`src/rtl/m_coherent_acc_if.sv`:
```
// Sample-in / dump-out bundle of the coherent integrator.
// master = product source and result consumer, slave = the integrator.
interface m_coherent_acc_if #(
  parameter int ACC_WIDTH = 20,
  parameter int LEN_WIDTH = 10
);
  logic                        clear_i;
  logic [LEN_WIDTH-1:0]        dump_length_i;
  logic                        sample_valid_i;
  logic                        sign_i;
  logic [7:0]                  product_i;

  // Dump handshake: a result transfers on every rising edge where dump_valid_o
  // and dump_ready_i are both high. While valid is high and not yet accepted,
  // value and overflow hold, unless a newer dump overwrites them
  // (signalled by the one-cycle dump_overrun_o pulse). Ready never
  // reaches an output combinationally.
  logic                        dump_valid_o;
  logic                        dump_ready_i;
  logic signed [ACC_WIDTH-1:0] dump_value_o;
  logic                        dump_overflow_o;
  logic                        dump_overrun_o;

  modport master (
    output clear_i, dump_length_i, sample_valid_i, sign_i, product_i, dump_ready_i,
    input  dump_valid_o, dump_value_o, dump_overflow_o, dump_overrun_o
  );

  modport slave (
    input  clear_i, dump_length_i, sample_valid_i, sign_i, product_i, dump_ready_i,
    output dump_valid_o, dump_value_o, dump_overflow_o, dump_overrun_o
  );
endinterface

```
`src/rtl/m_coherent_acc.sv`:
```
// Coherent integrator: accumulates signed products over a programmable length into a one-deep dump register.
// Define ACC_SATURATE_EN to clamp sums and report overflow; otherwise sums wrap and overflow reads 0.
module m_coherent_acc #(
  parameter int ACC_WIDTH = 20,
  parameter int LEN_WIDTH = 10
) (
  input  logic            clk,
  input  logic            rst_b,
  m_coherent_acc_if.slave bus,
  output logic            dbg_hold_full
);

  typedef enum logic {
    HOLD_EMPTY = 1'b0,
    HOLD_FULL  = 1'b1
  } hold_state_t;

`ifdef ACC_SATURATE_EN
  localparam int SUM_W = ACC_WIDTH + 1;
  localparam logic signed [SUM_W-1:0] SAT_MAX = {2'b00, {(ACC_WIDTH-1){1'b1}}};
  localparam logic signed [SUM_W-1:0] SAT_MIN = {2'b11, {(ACC_WIDTH-2){1'b0}}, 1'b1};
`else
  // Without clamping the guard bit carries no information; modulo arithmetic is exact at ACC_WIDTH.
  localparam int SUM_W = ACC_WIDTH;
`endif

  logic signed [ACC_WIDTH-1:0] acc;
  logic [LEN_WIDTH-1:0]        cnt;
  logic [LEN_WIDTH-1:0]        len_q;
  logic [LEN_WIDTH-1:0]        len_eff;
  logic [LEN_WIDTH:0]          cnt_inc;
  logic                        period_start;
  logic                        done;

  logic signed [SUM_W-1:0]     mag;
  logic signed [SUM_W-1:0]     term;
  logic signed [SUM_W-1:0]     acc_ext;
  logic signed [SUM_W-1:0]     sum;
  logic signed [ACC_WIDTH-1:0] sum_fit;

  hold_state_t                 hold_state;
  logic signed [ACC_WIDTH-1:0] value_q;
  logic                        overrun_q;

`ifdef ACC_SATURATE_EN
  logic sat_hit;
  logic ovf_q;
  logic ovf_next;
  logic dump_ovf_q;
`endif

  // A fresh period uses the live length input; later samples use the value latched at its start.
  assign period_start = (cnt == '0);
  assign len_eff      = period_start
                        ? ((bus.dump_length_i == '0) ? LEN_WIDTH'(1) : bus.dump_length_i)
                        : len_q;
  assign cnt_inc      = {1'b0, cnt} + (LEN_WIDTH+1)'(1);
  assign done         = bus.sample_valid_i && (cnt_inc == {1'b0, len_eff});

  assign mag     = SUM_W'(bus.product_i);
  assign term    = bus.sign_i ? -mag : mag;
  assign acc_ext = SUM_W'(acc);
  assign sum     = acc_ext + term;

`ifdef ACC_SATURATE_EN
  always_comb begin
    sat_hit = 1'b0;
    sum_fit = sum[ACC_WIDTH-1:0];
    if (sum > SAT_MAX) begin
      sat_hit = 1'b1;
      sum_fit = SAT_MAX[ACC_WIDTH-1:0];
    end else if (sum < SAT_MIN) begin
      sat_hit = 1'b1;
      sum_fit = SAT_MIN[ACC_WIDTH-1:0];
    end
  end

  // Sticky within a period; the first sample of a period starts from a clean flag.
  assign ovf_next = (!period_start && ovf_q) || sat_hit;

  always_ff @(posedge clk or negedge rst_b) begin
    if (!rst_b) begin
      ovf_q <= 1'b0;
    end else if (bus.clear_i) begin
      ovf_q <= 1'b0;
    end else if (bus.sample_valid_i) begin
      ovf_q <= done ? 1'b0 : ovf_next;
    end
  end
`else
  assign sum_fit = sum;
`endif

  always_ff @(posedge clk or negedge rst_b) begin
    if (!rst_b) begin
      acc   <= '0;
      cnt   <= '0;
      len_q <= '0;
    end else if (bus.clear_i) begin
      acc <= '0;
      cnt <= '0;
    end else if (bus.sample_valid_i) begin
      if (period_start) begin
        len_q <= len_eff;
      end
      if (done) begin
        acc <= '0;
        cnt <= '0;
      end else begin
        acc <= sum_fit;
        cnt <= cnt_inc[LEN_WIDTH-1:0];
      end
    end
  end

  // Holding register: a completion always wins the slot; dropping an unread dump raises overrun.
  always_ff @(posedge clk or negedge rst_b) begin
    if (!rst_b) begin
      hold_state <= HOLD_EMPTY;
      value_q    <= '0;
      overrun_q  <= 1'b0;
`ifdef ACC_SATURATE_EN
      dump_ovf_q <= 1'b0;
`endif
    end else begin
      overrun_q <= 1'b0;
      if (bus.clear_i) begin
        hold_state <= HOLD_EMPTY;
      end else if (done) begin
        hold_state <= HOLD_FULL;
        value_q    <= sum_fit;
        overrun_q  <= (hold_state == HOLD_FULL) && !bus.dump_ready_i;
`ifdef ACC_SATURATE_EN
        dump_ovf_q <= ovf_next;
`endif
      end else if ((hold_state == HOLD_FULL) && bus.dump_ready_i) begin
        hold_state <= HOLD_EMPTY;
      end
    end
  end

  assign bus.dump_valid_o   = (hold_state == HOLD_FULL);
  assign bus.dump_value_o   = value_q;
  assign bus.dump_overrun_o = overrun_q;
`ifdef ACC_SATURATE_EN
  assign bus.dump_overflow_o = dump_ovf_q;
`else
  assign bus.dump_overflow_o = 1'b0;
`endif
  assign dbg_hold_full = (hold_state == HOLD_FULL);

endmodule

```
`src/flat_wrapper.sv`:
```
// flat-port wrapper written by rule: the top's interface ports become plain ports
module m_coherent_acc_flat 
#(
  parameter int ACC_WIDTH = 20,
  parameter int LEN_WIDTH = 10
)
  (clk, rst_b, dbg_hold_full, bus_clear_i, bus_dump_length_i, bus_sample_valid_i, bus_sign_i, bus_product_i, bus_dump_ready_i, bus_dump_valid_o, bus_dump_value_o, bus_dump_overflow_o, bus_dump_overrun_o);
  m_coherent_acc_if #(.ACC_WIDTH(ACC_WIDTH), .LEN_WIDTH(LEN_WIDTH)) bus_i ();
  input  logic clk;
  input  logic rst_b;
  output logic dbg_hold_full;
  input wire logic [$bits(bus_i.clear_i)-1:0] bus_clear_i;
  input wire logic [$bits(bus_i.dump_length_i)-1:0] bus_dump_length_i;
  input wire logic [$bits(bus_i.sample_valid_i)-1:0] bus_sample_valid_i;
  input wire logic [$bits(bus_i.sign_i)-1:0] bus_sign_i;
  input wire logic [$bits(bus_i.product_i)-1:0] bus_product_i;
  input wire logic [$bits(bus_i.dump_ready_i)-1:0] bus_dump_ready_i;
  output wire logic [$bits(bus_i.dump_valid_o)-1:0] bus_dump_valid_o;
  output wire logic [$bits(bus_i.dump_value_o)-1:0] bus_dump_value_o;
  output wire logic [$bits(bus_i.dump_overflow_o)-1:0] bus_dump_overflow_o;
  output wire logic [$bits(bus_i.dump_overrun_o)-1:0] bus_dump_overrun_o;
  assign bus_i.clear_i = bus_clear_i;
  assign bus_i.dump_length_i = bus_dump_length_i;
  assign bus_i.sample_valid_i = bus_sample_valid_i;
  assign bus_i.sign_i = bus_sign_i;
  assign bus_i.product_i = bus_product_i;
  assign bus_i.dump_ready_i = bus_dump_ready_i;
  assign bus_dump_valid_o = bus_i.dump_valid_o;
  assign bus_dump_value_o = bus_i.dump_value_o;
  assign bus_dump_overflow_o = bus_i.dump_overflow_o;
  assign bus_dump_overrun_o = bus_i.dump_overrun_o;
  m_coherent_acc #(.ACC_WIDTH(ACC_WIDTH), .LEN_WIDTH(LEN_WIDTH)) u_core (.clk(clk), .rst_b(rst_b), .bus(bus_i), .dbg_hold_full(dbg_hold_full));
endmodule
```
`config.mk`:
```
export PLATFORM = sky130hd
export DESIGN_NAME = m_coherent_acc_flat
export DESIGN_NICKNAME = d
export VERILOG_FILES = /design/src/rtl/m_coherent_acc_if.sv /design/src/rtl/m_coherent_acc.sv /design/src/flat_wrapper.sv
export SDC_FILE = /design/constraint.sdc
export NUM_CORES = 1
export LEC_CHECK = 0
export CAP_MARGIN = 15
export CORE_UTILIZATION = 57
export DETAILED_ROUTE_END_ITERATION = 7
export GPL_TIMING_DRIVEN = 0
export PLACE_DENSITY = 0.81
export SLEW_MARGIN = 40
export SYNTH_ARGS = -nofsm -noshare
export SYNTH_HDL_FRONTEND = slang
export SYNTH_SLANG_ARGS = --single-unit
```
`constraint.sdc`:
```
create_clock -name clk -period 3.9 [get_ports clk]
set_input_delay 0.39 -clock clk [delete_from_list [all_inputs] [get_ports clk]]
set_output_delay 0.39 -clock clk [all_outputs]
set_load 0.05 [all_outputs]
```
* Word-level counts from Yosys, hierarchy flattened *
Index checks and enable logic that the tools add are counted.

operators by class
  $add $sub $neg = 3
  equality and inequality tests = 1
  multiplexer cells = 14
  reduce and logical (&&, ||, !) cells = 10
  bitwise operators = 1

operator list
  kind                                            count
  2-to-1 mux 20 bit                               4
  2-to-1 mux 10 bit                               5
  adder 20 bit                                    1
  logical NOT 10 bit                              2
  negation 8 -> 20 bit                            1
  adder 10 x 1 -> 11 bit (second input constant)  1
  == test 11 x 10 -> 1 bit                        1
  2-to-1 mux 1 bit                                5
  logical AND 1 bit                               3
  AND reduction 3 bit                             1
  nonzero test 3 bit                              1
  AND reduction 2 bit                             1
  nonzero test 2 bit                              1
  logical NOT 1 bit                               1
  inverter 1 bit                                  1

storage, ports and cells
  output and inout bits = 24
  flip-flop bits (word level) = 62
  bits of input ports = 24
  word-level logic and storage cells = 35

* Depth between registers and ports, before layout *
  depth after elaboration = 8
  depth in mapped cells = 15

* Worst setup path before layout *
No wires, ideal clock.

  path kind = input-to-reg
  start = in bus_product_i[2]
  end = reg u_core.acc[17]
  cell stages on the path = 13
  data arrival time = 2.954 ns
  data required time = 3.768 ns
  library setup time = 0.132 ns
  path buffers = 0
  path slack = 0.814 ns
  cell sequence = or4_1 > nor3_1 > ha_1 > nand2_1 > o21ai_0 > ha_1 > a21oi_1 > nor2b_1 > a21o_1 > a211oi_1 > nor3_1 > a311oi_1 > o21ai_0

on the way
  word-level cells in the longest chain between the ends = 6

RTL lines
  what                  RTL line               RTL
  from (decl)           flat_wrapper.sv:16     input wire logic [$bits(bus_i.product_i)-1:0] bus_product_i;
  negation 8 -> 20 bit  m_coherent_acc.sv:61   assign term = bus.sign_i ? -mag : mag;
  2-to-1 mux 20 bit *   m_coherent_acc.sv:61
  adder 20 bit *        m_coherent_acc.sv:63   assign sum = acc_ext + term;
  2-to-1 mux 20 bit *   m_coherent_acc.sv:106  if (done) begin
  2-to-1 mux 20 bit *   m_coherent_acc.sv:102  end else if (bus.sample_valid_i) begin
  2-to-1 mux 20 bit *   m_coherent_acc.sv:99   end else if (bus.clear_i) begin
  to (signal assigned)  m_coherent_acc.sv:110  acc <= sum_fit;
  to (decl)             m_coherent_acc.sv:27   logic signed [ACC_WIDTH-1:0] acc;

Mark *: on every way between the ends. The rest lies on a longest branch, timed or not. The select of a mux whose other input is x is not followed.
A chain may end at the register's enable or synchronous reset.

* Worst setup path after layout *
  start = in bus_product_i[6]
  end = reg u_core.value_q[16] (netlist: u_core.bus.dump_value_o[16])

on the way
  word-level cells in the longest chain between the ends = 3

RTL lines
  what                  RTL line               RTL
  negation 8 -> 20 bit  m_coherent_acc.sv:61
  2-to-1 mux 20 bit *   m_coherent_acc.sv:61
  adder 20 bit *        m_coherent_acc.sv:63
  to (signal assigned)  m_coherent_acc.sv:131  value_q <= sum_fit;
  to (decl)             m_coherent_acc.sv:42   logic signed [ACC_WIDTH-1:0] value_q;

Mark *: on every way between the ends. The rest lies on a longest branch, timed or not.

==> reports/results.tsv <==
metric	value	unit
status	finished clean	
Worst Hold Class	flip-flop to flip-flop	
CTS sink cnt	62	
Synth Area in XOR/XNOR	5.87	%
n_diodes	0	
Final ANT Viol Nets	0	
element type at the critical path start	input pin	
total die area	7940	sq um
minimum clock period	3.65	ns
post-detail-place hpwl	8.25	mm
Final Skew	0.00928	ns
initial core utilization	59.3	%
GR Util All Layers	30.5	%
drt wl/cell	17.7	microns
Nets	568	
vias per std cell	6.26	
first-pass GRT wire length	18.2	mm
drt total wl	11.0	mm
Remaining DRCs	0	
Multi-input gate area	2590	sq um
clock latency on the worst-skew pair	0.34	ns
Worst slew margin	53.8	%
Post-synth top flop	dfrtp_1	
layout cells sized above 1	12.4	%
Adder-Cell Fraction of Synth Area	7.12	%
post-synthesis register bit count	62	
Yosys cell types	68	
root buf cell	clkbuf_8	
post-synthesis simple-gate area fraction	19.0	%
FILL cells	601	
routed via count	3898	
count of final max-slew check failures	0	
Static Leak	2.19	nW
grt ovf	0	
VDD IR max	0.000229	V
Fmax	0.274	GHz
Crit Path Class	input pin to flip-flop	
1st-iter DRT viols	203	
period utilisation layout	93.7	%
worst-path fanout max	10	
first-pass iteration count of the detailed router	5	
Reg area	1550	sq um
mux contribution to synthesized area	3.88	%
synth warn	0	
EDFF count, synth	0	
CTS tree	built	
# setup viols final	0	
largest family of logic cells by synthesized area	compound AO/OA/AOI/OAI gates	
Cells after Synth	461	
setup tns final	0	ns
worst path required time	4.12	ns
CP arrival	3.87	ns
Compound-Gate Fraction of Synth Area	23.9	%
CTS Buffer Depth	2	
Site Rows	31	
CTS H-tree lvls	3	
Fin. Hold Viols	0	
largest net degree at the start of global routing	34	
Post-synth ARST share	100	%
syn_area_per_cell	9.38	sq um
power density over cell area	406	nW/um^2
Top Ports	48	
Area Overhead vs Synth	18.1	%
maxcap violations	0	
postcts setup bufs	0	
clock slew at reported path FFs	0.07	ns
syn_nets	509	
Die Span Y	89.1	microns
Seq/Total Area, Yosys	35.9	%
vias in the first global route	3783	
Crit. End Element	flip-flop	
total core area	7290	sq um
Die Wd	89.1	microns
gpl congestion	0.906	
Slew @ Worst Pin	0.684	ns
initial antenna violation count	0	
CTS Buf Count	9	
Syn Std Cell Area	4320	sq um
final core utilization	70.0	%
Buffers on Ports	46	
[cell usage after synthesis, drive strengths merged, types with 2 or more instances]
| master | count | area share (%) |
|---|---|---|
| o22ai | 3 | 0.43 |
| nand4 | 10 | 1.8 |
| nor3 | 15 | 2.5 |
| dfrtp | 62 | 36 |
| inv | 12 | 1.0 |
| nor4 | 6 | 1.0 |
| a22o | 6 | 1.2 |
| and4 | 4 | 0.87 |
| o21a | 6 | 1.0 |
| clkbuf | 11 | 0.98 |
| a21oi | 19 | 2.4 |
| a31oi | 3 | 0.43 |
| o211ai | 5 | 0.87 |
| a31o | 2 | 0.41 |
| a21boi | 2 | 0.35 |
| a211oi | 3 | 0.52 |
| o31a | 7 | 1.4 |
| mux2 | 14 | 3.6 |
| o31ai | 24 | 5.2 |
| xor2 | 11 | 2.2 |
| or3 | 5 | 0.72 |
| and3 | 2 | 0.29 |
| buf | 13 | 2.3 |
| nand2 | 49 | 4.3 |
| nand2b | 7 | 1.1 |
| nor2 | 23 | 2.0 |
| xnor2 | 12 | 2.6 |
| a2111oi | 3 | 0.61 |
| or4 | 3 | 0.61 |
| nand3 | 9 | 1.3 |
| nor2b | 5 | 0.72 |
| a21o | 7 | 1.2 |
| xnor3 | 2 | 1.0 |
| o21ai | 50 | 5.8 |
| ha | 23 | 6.7 |
| a211o | 4 | 0.81 |
| nor3b | 4 | 0.69 |
[metrics by stage]
step	total power, mW	area, sq um	setup slack [ns]	std cells	hold slack [ns]
2_1_floorplan	1.35	4320	0.814	461	0.0944
3_3_place_gp	1.54	4910	-0.0916	606	0.472
3_5_place_dp	1.57	4930	-0.148	607	0.359
4_1_cts	2.07	5100	0.218	623	0.490
5_1_grt	2.19	5110	-0.00697	623	0.509
6_report	2.07	5110	0.245	623	0.482
[cells by family (layout without fill, tap and decap cells)]
family	count (synthesis)	after routing
AOI/OAI and AO/OA	150	150
xor gates and xnor gates	25	25
adders and majority gates	24	24
buffers and inverters	36	99
DFF	62	62
muxes	15	15
other	1	1
and+or+nand+nor	148	148
[cell usage in the layout (no fill, tap or decap), drive strengths merged, types with 5 or more instances in the layout]
master | Yosys | layout
nor2 | 23 | 23
o31a | 7 | 7
o21ai | 50 | 50
o21a | 6 | 6
clkdlybuf4s50 | 0 | 45
xnor2 | 12 | 12
nand3 | 9 | 9
o31ai | 24 | 24
nor2b | 5 | 5
dfrtp | 62 | 62
nor3 | 15 | 15
nor4 | 6 | 6
a21o | 7 | 7
nand4 | 10 | 10
inv | 12 | 12
clkbuf | 11 | 22
nand2 | 49 | 49
or3 | 5 | 5
o211ai | 5 | 5
nand2b | 7 | 7
ha | 23 | 23
mux2 | 14 | 14
xor2 | 11 | 11
buf | 13 | 15
a21oi | 19 | 19
a22o | 6 | 6
[worst max-delay path, stage by stage]
cell and delay [ns]:
clkdlybuf4s50_1 0.45, or3_1 0.38, clkbuf_1 0.16, o31a_1 0.39
ha_1 0.30, clkbuf_1 0.29, and3_1 0.31, and4_1 0.21
o211ai_1 0.12, a31oi_1 0.28, o21ai_0 0.16, a21boi_0 0.30
o31ai_1 0.13
[power breakdown]
part	switching, mW	total [mW]	leakage, nW	internal [mW]
combinational	0.464	0.784	1.27	0.320
sequential	0.0602	0.789	0.827	0.729
clock	0.258	0.501	0.0889	0.242
total	0.783	2.07	2.19	1.29
[final cells by class]
type | count | share of cell area (%)
Clock inverter | 4 | 0.466
Multi-Input combinational cell | 363 | 50.8
Clock buffer | 11 | 2.77
Inverter | 12 | 0.882
Timing Repair Buffer | 48 | 9.56
Buffer | 24 | 2.74
Tap cell | 99 | 2.43
Sequential cell | 62 | 30.4
[sequential cells by signal, indices dropped and copies added, names as in the netlist]
register,count
u_core.acc,20
u_core.bus.dump_overrun_o,1
u_core.bus.dump_valid_o,1
u_core.bus.dump_value_o,20
u_core.cnt,10
u_core.len_q,10
[metal layers]
metal / wire length [microns] / share of wire (%) / vias up / global-route usage, %
met5: 0 / 0 / - / 0
met4: 229 / 2.1 / 0 / 11.3
met3: 659 / 6.0 / 26 / 5.63
met2: 5300 / 48 / 157 / 50.3
met1: 4820 / 44 / 1884 / 40.0
li1: - / - / 1831 / -
[timing repair]
| action | 4_1_cts | 5_1_grt |
|---|---|---|
| endpoints found under the setup margin | 0 | 1 |
| hold buffers | 1 | 0 |
| resized for setup | 0 | 1 |
| endpoints found under the hold margin | 24 | 0 |
[path summary, 6_finish.rpt]
path / startpoint / to / slack [ns] / depth (start not counted)
worst min-delay path: u_core.bus.dump_value_o[9] / u_core.bus.dump_value_o[9] / 0.48 / 1
worst max register to register: u_core.cnt[0] / u_core.acc[7] / 0.79 / 11
worst max-delay path: bus_product_i[6] / u_core.bus.dump_value_o[16] / 0.25 / 13
min in group asynchronous: rst_b / u_core.len_q[1] / 0.52 / 2
worst min register to register: u_core.bus.dump_value_o[9] / u_core.bus.dump_value_o[9] / 0.48 / 1
max in group asynchronous: rst_b / u_core.acc[10] / 2.86 / 3
No activity file was read; power rests on OpenSTA's default activity.
